File: src/rtl/audio_pkg.sv
// Shared audio-path definitions: sample width, full-scale codes and the
// saturating signed-to-magnitude conversion used by the level meter and the
// volume stage.
package audio_pkg;

  localparam int AUDIO_DW = 24;

  // Full-scale two's complement codes at the native sample width.
  localparam logic [AUDIO_DW-1:0] FS_POS = {1'b0, {(AUDIO_DW-1){1'b1}}};
  localparam logic [AUDIO_DW-1:0] FS_NEG = {1'b1, {(AUDIO_DW-1){1'b0}}};

  // Magnitude of a signed sample. The most negative code has no positive
  // counterpart, so it saturates to the largest positive magnitude.
  function automatic logic [AUDIO_DW-2:0] sat_mag(input logic [AUDIO_DW-1:0] s);
    logic [AUDIO_DW-1:0] neg;
    neg = AUDIO_DW'(0) - s;
    if (s == FS_NEG) begin
      return FS_POS[AUDIO_DW-2:0];
    end
    if (s[AUDIO_DW-1]) begin
      return neg[AUDIO_DW-2:0];
    end
    return s[AUDIO_DW-2:0];
  endfunction

endpackage

File: src/rtl/vu_level_enc.sv
// Priority encoder from peak magnitude to bar-graph level, about 6 dB per
// LED: the most significant set bit picks the level, offset so the top
// magnitude bit lands on NLED, clamped to 0..NLED.
module vu_level_enc #(
  parameter int DW   = 24,
  parameter int NLED = 8,
  parameter int LW   = $clog2(NLED + 1)
) (
  input  logic [DW-2:0] mag_i,
  output logic [LW-1:0] level_o
);

  localparam int OFFSET = DW - 2 - NLED;

  int msb;
  int lvl;

  // Find the highest set bit, then shift and clamp it into the LED range.
  always_comb begin
    // NOTE: every variable gets a default before any branch, so no path can
    // leave one unassigned and infer a latch.
    msb     = -1;
    lvl     = 0;
    level_o = '0;
    for (int i = 0; i < DW - 1; i++) begin
      if (mag_i[i]) msb = i;
    end
    if (msb >= 0) begin
      lvl = msb - OFFSET;
      if (lvl <= 0) begin
        level_o = '0;
      end else if (lvl >= NLED) begin
        level_o = LW'(NLED);
      end else begin
        level_o = LW'(lvl);
      end
    end
  end

endmodule

File: src/rtl/vu_meter.sv
// Stereo peak level meter. Stage 1 registers the louder channel's magnitude
// and a full-scale flag per frame; stage 2 quantises it and runs the bar
// ballistics (peak-hold then timed decay) and the clip hold counter. All
// timing is counted in frames; output updates two cycles after the strobe.
module vu_meter
  import audio_pkg::*;
#(
  parameter int DW           = AUDIO_DW,
  parameter int NLED         = 8,
  parameter int HOLD_FRAMES  = 24000,
  parameter int DECAY_FRAMES = 480,
  parameter int CLIP_FRAMES  = 12000
) (
  input  logic            clk,
  input  logic            rst,          // asynchronous, active-low
  input  logic            sample_valid,
  input  logic [DW-1:0]   adc_l,
  input  logic [DW-1:0]   adc_r,
  output logic [NLED-1:0] led,
  output logic            clip,
  output logic [DW-2:0]   peak_mag,
  output logic            level_valid
);

  localparam int LW  = $clog2(NLED + 1);
  localparam int HW  = $clog2(HOLD_FRAMES) + 1;
  localparam int DCW = $clog2(DECAY_FRAMES) + 1;
  localparam int CW  = $clog2(CLIP_FRAMES) + 1;

  // ---------------------------------------------------------------- stage 1
  // Samples are left-aligned to the package width so the shared saturating
  // magnitude function applies to any DW up to AUDIO_DW.
  logic [AUDIO_DW-1:0] l_al, r_al;
  logic [AUDIO_DW-2:0] l_mag_full, r_mag_full;
  logic [DW-2:0]       l_mag, r_mag;
  logic [DW-2:0]       s1_mag_d, s1_mag_q;
  logic                s1_clip_d, s1_clip_q;
  logic                s1_valid_q;

  assign l_al       = AUDIO_DW'(adc_l) << (AUDIO_DW - DW);
  assign r_al       = AUDIO_DW'(adc_r) << (AUDIO_DW - DW);
  assign l_mag_full = sat_mag(l_al);
  assign r_mag_full = sat_mag(r_al);
  assign l_mag      = l_mag_full[AUDIO_DW-2 -: DW-1];
  assign r_mag      = r_mag_full[AUDIO_DW-2 -: DW-1];
  assign s1_mag_d   = (l_mag > r_mag) ? l_mag : r_mag;

  // Clip is judged on the raw codes: either full-scale rail on either channel.
  assign s1_clip_d = (adc_l == FS_POS[AUDIO_DW-1 -: DW]) ||
                     (adc_l == FS_NEG[AUDIO_DW-1 -: DW]) ||
                     (adc_r == FS_POS[AUDIO_DW-1 -: DW]) ||
                     (adc_r == FS_NEG[AUDIO_DW-1 -: DW]);

  // Capture the frame's magnitude and clip flag on each strobe.
  always_ff @(posedge clk or negedge rst) begin
    // NOTE: non-blocking assignments so every register samples the values
    // from before this edge, independent of statement order.
    if (!rst) begin
      s1_valid_q <= 1'b0;
      s1_mag_q   <= '0;
      s1_clip_q  <= 1'b0;
    end else begin
      s1_valid_q <= sample_valid;
      if (sample_valid) begin
        s1_mag_q  <= s1_mag_d;
        s1_clip_q <= s1_clip_d;
      end
    end
  end

  // ---------------------------------------------------------------- stage 2
  logic [LW-1:0]  s1_level;
  logic [LW-1:0]  bar_d, bar_q;
  logic [HW-1:0]  hold_d, hold_q;
  logic [DCW-1:0] dcnt_d, dcnt_q;
  logic [CW-1:0]  ccnt_d, ccnt_q;
  logic [DW-2:0]  peak_d, peak_q;
  logic           lv_q;

  vu_level_enc #(
    .DW   (DW),
    .NLED (NLED),
    .LW   (LW)
  ) u_level_enc (
    .mag_i   (s1_mag_q),
    .level_o (s1_level)
  );

  // Bar ballistics and clip hold, advanced once per frame. A capture wins
  // over a decay tick due in the same frame; a new clip always reloads.
  always_comb begin
    bar_d  = bar_q;
    hold_d = hold_q;
    dcnt_d = dcnt_q;
    ccnt_d = ccnt_q;
    peak_d = peak_q;
    if (s1_valid_q) begin
      peak_d = s1_mag_q;

      if (s1_level >= bar_q) begin
        bar_d  = s1_level;
        hold_d = HW'(HOLD_FRAMES);
        dcnt_d = '0;
      end else if (hold_q != '0) begin
        hold_d = hold_q - HW'(1);
      end else if (dcnt_q == DCW'(DECAY_FRAMES - 1)) begin
        if (bar_q != '0) bar_d = bar_q - LW'(1);
        dcnt_d = '0;
      end else begin
        dcnt_d = dcnt_q + DCW'(1);
      end

      if (s1_clip_q) begin
        ccnt_d = CW'(CLIP_FRAMES);
      end else if (ccnt_q != '0) begin
        ccnt_d = ccnt_q - CW'(1);
      end
    end
  end

  // Stage-2 state; reset clears the meter and discards any frame in flight.
  always_ff @(posedge clk or negedge rst) begin
    if (!rst) begin
      bar_q  <= '0;
      hold_q <= '0;
      dcnt_q <= '0;
      ccnt_q <= '0;
      peak_q <= '0;
      lv_q   <= 1'b0;
    end else begin
      bar_q  <= bar_d;
      hold_q <= hold_d;
      dcnt_q <= dcnt_d;
      ccnt_q <= ccnt_d;
      peak_q <= peak_d;
      lv_q   <= s1_valid_q;
    end
  end

  // Thermometer decode of the bar height.
  always_comb begin
    led = '0;
    for (int i = 0; i < NLED; i++) begin
      led[i] = (int'(bar_q) > i);
    end
  end

  assign clip        = (ccnt_q != '0);
  assign peak_mag    = peak_q;
  assign level_valid = lv_q;

endmodule

File: config.mk
export PLATFORM = sky130hd
export DESIGN_NAME = vu_meter
export DESIGN_NICKNAME = d
export VERILOG_FILES = /design/src/rtl/audio_pkg.sv /design/src/rtl/vu_level_enc.sv /design/src/rtl/vu_meter.sv
export SDC_FILE = /design/constraint.sdc
export NUM_CORES = 1
export LEC_CHECK = 0
export CAP_MARGIN = 30
export CORE_ASPECT_RATIO = 1.4
export CORE_UTILIZATION = 30
export CTS_CLUSTER_DIAMETER = 100
export DETAILED_ROUTE_END_ITERATION = 7
export PLACE_DENSITY = 0.51
export SLEW_MARGIN = 20
export SYNTH_ARGS = -nofsm -noshare
export SYNTH_HDL_FRONTEND = slang
export SYNTH_SLANG_ARGS = --single-unit
export TNS_END_PERCENT = 20
File: constraint.sdc
create_clock -name clk -period 8.95 [get_ports clk]
set_input_delay 1.79 -clock clk [delete_from_list [all_inputs] [get_ports clk]]
set_output_delay 1.79 -clock clk [all_outputs]
set_load 0.01 [all_outputs]
==> summary.txt, run 1 <==
Floorplanning
  • Chip height: 181 microns
  • Die ar.: 23500 sq um
  • Number of I/O pins: 84
  • Starting Density: 0.305
  • Cell Rows: between 60 and 70
  • Core area: 22500 sq um
  • Die Wd: between 100 and 150 microns

Synth
  • Yosys top cell by area: dfrtp_1
  • Ys flop type: dfrtp_1
  • Most numerous cell in the Yosys netlist: dfrtp_1
  • Seq cells post-synth: between 90 and 100
  • Post-synth ARST share: 1.00
  • Number of flops mapped to enable cells by yosys: 0
  • Top post-synthesis cells by area: dfrtp_1 34%, ha_1 8.4%, xnor2_1 4.6%
  • Yosys synthesis warning count: 0
  • Syn Inst Count: 779
  • Seq/Total Area, Yosys: 0.342
  • Share of the synthesized area in the top cell type: 0.342
  • Mean area per synthesized cell: 8.82 sq um
  • Syn nets: 876
  • Synth cell count leaders: 94 x dfrtp_1, 79 x nand2_1, 67 x nor2_1, 46 x ha_1, 43 x o21ai_0
  • Synth cell types: 69
  • Post-Syn Area: 6870 sq um

Placed design
  • Hpwl dp: ~15 mm
  • Placed cell areas: 7970 sq um
  • GP Congestion: roughly 0.86
  • IO buf count: slightly above 80

GRT
  • All-Layer GR Usage: 0.168
  • Global-route wire length before repair: 31.1 mm
  • Vias in the first global route: between 6000 and 7000
  • Initial antenna violation count: 0
  • Largest net degree at the start of global routing: 70
  • Remaining global-route overflow: 0

Timing
  • Post-layout minimum cycle time: 6.55 ns
  • # setup viols final: 0
  • RSZ-0062 raised after global routing: no
  • Fmax: approximately 150 MHz
  • Max-slew violations: 0
  • Final setup TNS: 0 ns
  • Period utilization: 0.732
  • Clock Skew: 0.00928 ns
  • Worst relative slew slack: 0.386
  • Final Hold Vio Count: 0
  • Worst-margin pin slew: approximately 0.91 ns

Clock network
  • Skew-Pair Late Insertion Delay: around 0.35 ns
  • H-tree depth: 3
  • Post-CTS sizing: 0
  • TritonCTS clock tree: yes
  • Clock buffer depth: 2
  • Root Driver: clkbuf_16
  • Clock transition at path regs: 0.06 ns
  • Postcts setup bufs: 0
  • CTS sink count: 94
  • CTS Buf Count: 9
  • Hold Buf Count CTS: 0

Cells and area
  • Register area: 2350 sq um
  • Design Area, Final: 8320 sq um
  • Area growth syn-to-layout: 21.1%
  • Filler Cells Inserted: 2361
  • Antenna Cells: 0
  • Layout cells sized above 1: 0.0846
  • Multi-input gate area: 4270 sq um
  • Total Nets Final: 943
  • Final core utilization: 0.369

Critical path
  • Crit Path Category: input port to flop
  • Crit path buf inv count: 2
  • Reg2reg path depth: 17
  • Max Fanout on Critical Path: 24
  • CP Depth: 15
  • CP Launch Type: input port
  • CP Data Arrival Time: roughly 6.8 ns
  • Crit end category: flop
  • Required @ worst endpoint: 9.18 ns
  • Slowest CP cell: nor4_1
  • Delay-heaviest family, CP: simple AND/OR/NAND/NOR gates
  • CP max stage delay: 0.75 ns
  • Critical path, cell by cell: clkdlybuf4s50_1, nor4_1, nand2_1, nor4_4, buf_4, nor2_1, mux2_2, ha_1, and3_1, nand4_1, or3_1, a221oi_1, o21a_1, a31oi_1, a22o_1

Power and ir drop
  • Total power: approximately 1.6 mW
  • Leakage Power: 3.25 nW
  • Pwr dens: between 150 and 200 nW/um^2
  • Worst vdd ir: a little under 100 uV

Worst hold path
  • Hold crit path type: flop to flop
  • Worst hold stages: 1

Detailed routing
  • WL per Instance: 16.2 microns
  • Initial DRC Count: 335
  • Length of routed wiring on met1: between 7 and 8 mm
  • Vias: 6012
  • Via-per-instance ratio: 5.22
  • DRC Markers: 0
  • Routed WL: 18.7 mm
  • Routed length on met2: 9.49 mm
  • Antenna Nets Post-Route: 0
  • DRT Pass-1 Iters: 5
  • WL met3: ~500 microns
  • Top layer reached by signal wires: met4

Job
  • Number of max-cap violations: 0

Outcome
  • Status: finished clean
[logic make-up after synthesis]
logic type	Yosys count	synth area share
and+or+nand+nor	324	0.248
AOI/OAI and AO/OA	171	0.173
DFF	94	0.342
buffers and inverters	60	0.0357
xor gates and xnor gates	54	0.0688
adders and majority gates	46	0.0838
muxes	30	0.0484
[per-stage QoR]
stage	hold slack [ns]	setup slack, ns	instances
2_1_floorplan	0.352	3.09	779
3_3_place_gp	0.492	1.94	1134
3_5_place_dp	0.497	2.03	1134
4_1_cts	0.512	2.37	1150
5_1_grt	0.535	1.91	1152
6_report	0.506	2.40	1152
[power breakdown]
group / internal, mW / switching [mW]
clock: 0.246 / 0.159
sequential: 0.510 / 0.0928
combinational: 0.292 / 0.332
[layout make-up]
type | instances | share of cell area
clock inverter | 3 | 0.00481
multi-input combinational | 625 | 0.514
inverter | 26 | 0.0117
sequential | 94 | 0.283
clock buffer | 13 | 0.0337
tap | 301 | 0.0453
timing repair buffer | 90 | 0.108
[worst register-to-register path, cell delays in order, from the launching register on]
cell and delay [ns]:
dfrtp_1 0.47, or4_1 0.62, or4b_1 0.69, nand2b_1 0.35, ha_1 0.34, or4_1 0.52
nor3_1 0.23, o2111ai_1 0.20, nor2_1 0.13, o31ai_1 0.12, ha_1 0.29, nand2b_1 0.14
a21o_1 0.17, a211o_1 0.35, and2_1 0.27, nand2_1 0.40, nor2_1 0.09, a311oi_1 0.24
[cell usage in the layout, fill, tap and decap left out, types with 6 or more instances in the layout]
cell / synthesis / final
dfrtp_1: 94 / 94
clkdlybuf4s50_1: 0 / 82
nand2_1: 79 / 79
nor2_1: 67 / 67
ha_1: 46 / 46
o21ai_0: 43 / 42
xnor2_1: 36 / 36
nor3_1: 28 / 28
nand3_1: 27 / 27
mux2_2: 26 / 26
inv_1: 25 / 25
nor4_1: 23 / 23
o31ai_1: 22 / 22
a21oi_1: 20 / 20
or3_1: 18 / 18
xor2_1: 18 / 18
or4_1: 14 / 14
a31oi_1: 14 / 14
nand2b_1: 13 / 13
nand4_1: 13 / 13
o211ai_1: 9 / 9
clkbuf_16: 0 / 9
or2_2: 8 / 8
a22o_1: 7 / 7
o21a_1: 6 / 6
a21o_1: 6 / 6
buf_4: 0 / 6
[state kept, by name (all words and copies together), names as in the netlist]
register / count
hold_q: 16
peak_mag: 23
ccnt_q: 15
level_valid: 1
s1_clip_q: 1
s1_mag_q: 23
bar_q: 4
dcnt_q: 10
s1_valid_q: 1
[path summary, 6_finish.rpt]
path / from / endpoint / slack (ns)
min reg2reg: peak_mag[5] / peak_mag[5] / 0.51
min: peak_mag[5] / peak_mag[5] / 0.51
min in group asynchronous: rst / ccnt_q[2] / 1.35
max in group asynchronous: rst / peak_mag[11] / 6.71
max reg2reg: s1_mag_q[12] / bar_q[2] / 3.22
max: adc_r[2] / s1_mag_q[12] / 2.40
[metal layers]
| layer | up-vias | track usage |
|---|---|---|
| met4 | 0 | 0.0930 |
| li1 | 3020 | - |
| met2 | 117 | 0.298 |
| met3 | 33 | 0.0192 |
| met1 | 2842 | 0.194 |
| met5 | - | 0 |
Note: power is estimated with default switching activity, not from simulation.
==> run 2, diff against run 1 <==
--- a/config.mk
+++ b/config.mk
@@ -10,7 +10,7 @@
 export CORE_UTILIZATION = 30
 export CTS_CLUSTER_DIAMETER = 100
 export DETAILED_ROUTE_END_ITERATION = 7
-export PLACE_DENSITY = 0.51
+export PLACE_DENSITY = 0.53
 export SLEW_MARGIN = 20
 export SYNTH_ARGS = -nofsm -noshare
 export SYNTH_HDL_FRONTEND = slang
==> constraint.sdc (replaced) <==
create_clock -name clk -period 5.6 [get_ports clk]
set_input_delay 1.12 -clock clk [delete_from_list [all_inputs] [get_ports clk]]
set_output_delay 1.12 -clock clk [all_outputs]
set_load 0.01 [all_outputs]
==> run 2 against run 1 <==
  * Combinational power up 70%
  * Worst hold slack better by 0.0052 ns
  * Core utilization up 1.2 points
  * Power up 61%
  * Die area unchanged
  * Sequential cell count unchanged
  * Worst setup slack worse by 2.1 ns
  * Critical path depth up 1
  * Sequential share of layout area down 0.91 points
  * Largest cell class unchanged
==> summary.txt, run 2 (synthesized netlist as in run 1, its figures left out) <==
Cells and area
  • Most frequent cells in the layout: 94 x dfrtp_1, 82 x clkdlybuf4s50_1, 78 x nand2_1
  • Total Nets Final: 979
  • Most common cell after layout, fill and taps aside: dfrtp_1
  • Area growth syn-to-layout: 25.1%
  • Non-Filler Instances: 1188
  • Antenna Cells: 0
  • Filler Cells Inserted: 2349
  • Layout cells sized above 1: 0.129

Clock network
  • Clock buffer depth: 2
  • H-tree depth: 3
  • TritonCTS clock tree: yes
  • Post-CTS sizing: 0
  • Postcts setup bufs: 0
  • Root Driver: clkbuf_16
  • Clock transition at path regs: 0.07 ns
  • Hold Buf Count CTS: 0
  • CTS sink count: 94
  • Skew-Pair Late Insertion Delay: 0.35 ns
  • CTS Buf Count: 9

Timing
  • Period utilization: 0.938
  • Clock Skew: 0.0111 ns
  • Final Hold Vio Count: 0
  • Fmax: 190 MHz
  • RSZ-0062 raised after global routing: no
  • Max-slew violations: 0
  • Final setup margin: 0.347 ns
  • Post-layout minimum cycle time: 5.25 ns
  • Worst relative slew slack: 0.472
  • # setup viols final: 0
  • Worst-margin pin slew: 0.790 ns

Floorplanning
  • Starting Density: 0.305
  • Die ar.: approximately 24000 sq um
  • Core area: 22500 sq um
  • Number of I/O pins: 84
  • Cell Rows: 65
  • Chip height: 181 microns
  • Die Wd: 130 microns

Critical path
  • Crit Path Category: input port to flop
  • Required @ worst endpoint: 5.83 ns
  • CP Data Arrival Time: approximately 5.5 ns
  • CP max stage delay: 0.53 ns
  • Max Fanout on Critical Path: 24
  • CP Launch Type: input port
  • Crit end category: flop
  • Slowest CP cell: or4_4
  • Critical path, cell by cell: clkdlybuf4s50_1, or4_4, or4b_4, buf_4, nor4_4, nor2_1, mux2_2, ha_1, and3_1, nand4_1, or3_1, a221oi_1, o21a_1, buf_12, a31oi_1, a22o_1

Worst hold path
  • Hold crit path type: flop to flop

GRT
  • Largest net degree at the start of global routing: 52
  • Vias in the first global route: 6010
  • Initial antenna violation count: 0
  • All-Layer GR Usage: 0.171
  • Remaining global-route overflow: 0
  • Global-route wire length before repair: about 31 mm

Placed design
  • GP Congestion: 0.897
  • Placed cells: 1172
  • Hpwl dp: 15.5 mm
  • IO buf count: 83
  • Place WS: -0.000480 ns

Detailed routing
  • Vias: ~6200
  • Antenna Nets Post-Route: 0
  • DRC Markers: 0
  • Routed WL: roughly 19 mm
  • WL per Instance: 16.3 microns
  • Initial DRC Count: 316
  • Via-per-instance ratio: 5.19
  • DRT Pass-1 Iters: 7

Power and ir drop
  • P_sw: 993 uW
  • Switching share of power: 0.378
  • Combinational Power Share: 0.402
  • Sequential share of power: 0.364
  • Pwr dens: 306 nW/um^2
  • Leakage Power: between 3 and 4 nW
  • Clock network fraction of total power: 0.233
  • Worst vdd ir: 202 uV
  • Power Internal: 1.63 mW

Job
  • Number of max-cap violations: 0

Outcome
  • Status: finished clean
run 2: final cells by class:
class / instances / area, sq um / share of cell area
multi-input combinational: 625 / 4300 / 0.500
inverter: 26 / 97.6 / 0.0114
clock inverter: 7 / 68.8 / 0.00801
sequential: 94 / 2350 / 0.274
timing repair buffer: 126 / 1180 / 0.137
tap: 301 / 377 / 0.0438
clock buffer: 9 / 225 / 0.0262
run 2: path summary, 6_finish.rpt:
check	from	end	slack (ns)	cells after the start
worst max-delay path	adc_r[11]	s1_mag_q[12]	0.35	16
worst min-delay path	peak_mag[11]	peak_mag[11]	0.51	1
worst max register to register	s1_mag_q[13]	bar_q[0]	0.38	18
worst min register to register	peak_mag[11]	peak_mag[11]	0.51	1
max in group asynchronous	rst	peak_mag[21]	3.78	2
min in group asynchronous	rst	dcnt_q[7]	0.76	1
run 2: layer usage:
| layer | vias up | track usage | wire length, microns |
|---|---|---|---|
| met2 | 125 | 0.304 | 9920 |
| met4 | 0 | 0.0777 | 779 |
| li1 | 3100 | - | - |
| met3 | 29 | 0.0169 | 471 |
| met1 | 2912 | 0.205 | 8170 |
| met5 | - | 0 | 0 |
run 2: worst max-delay path: cells and delay by family:
family / cells / cell delay [ns]
buf+inv: 3 / 0.79
fa+ha+maj: 1 / 0.29
simple gates: 7 / 2.15
compound gates: 4 / 0.84
mux: 1 / 0.30
run 2: power groups by stage:
stage | clock, mW | combinational, mW | sequential (mW)
after CTS | 0.635 | 1.06 | 0.957
final | 0.613 | 1.06 | 0.957
after global placement | 0 | 1.05 | 0.969
after global routing | 0.664 | 1.18 | 0.977
after floorplan | 0 | 0.621 | 0.943
after detailed placement | 0 | 1.06 | 0.969
run 2: metrics by stage:
step	cell area, sq um	util	hold WS [ns]	power (mW)	TNS, ns
floorplan	6870	-	0.352	1.56	0
global placement	8280	0.367	0.489	2.01	0
detailed placement	8280	0.367	0.497	2.03	-0.000480
CTS	8570	0.380	0.519	2.65	0
global route	8590	0.381	0.537	2.82	0
finish	8590	0.381	0.512	2.63	0
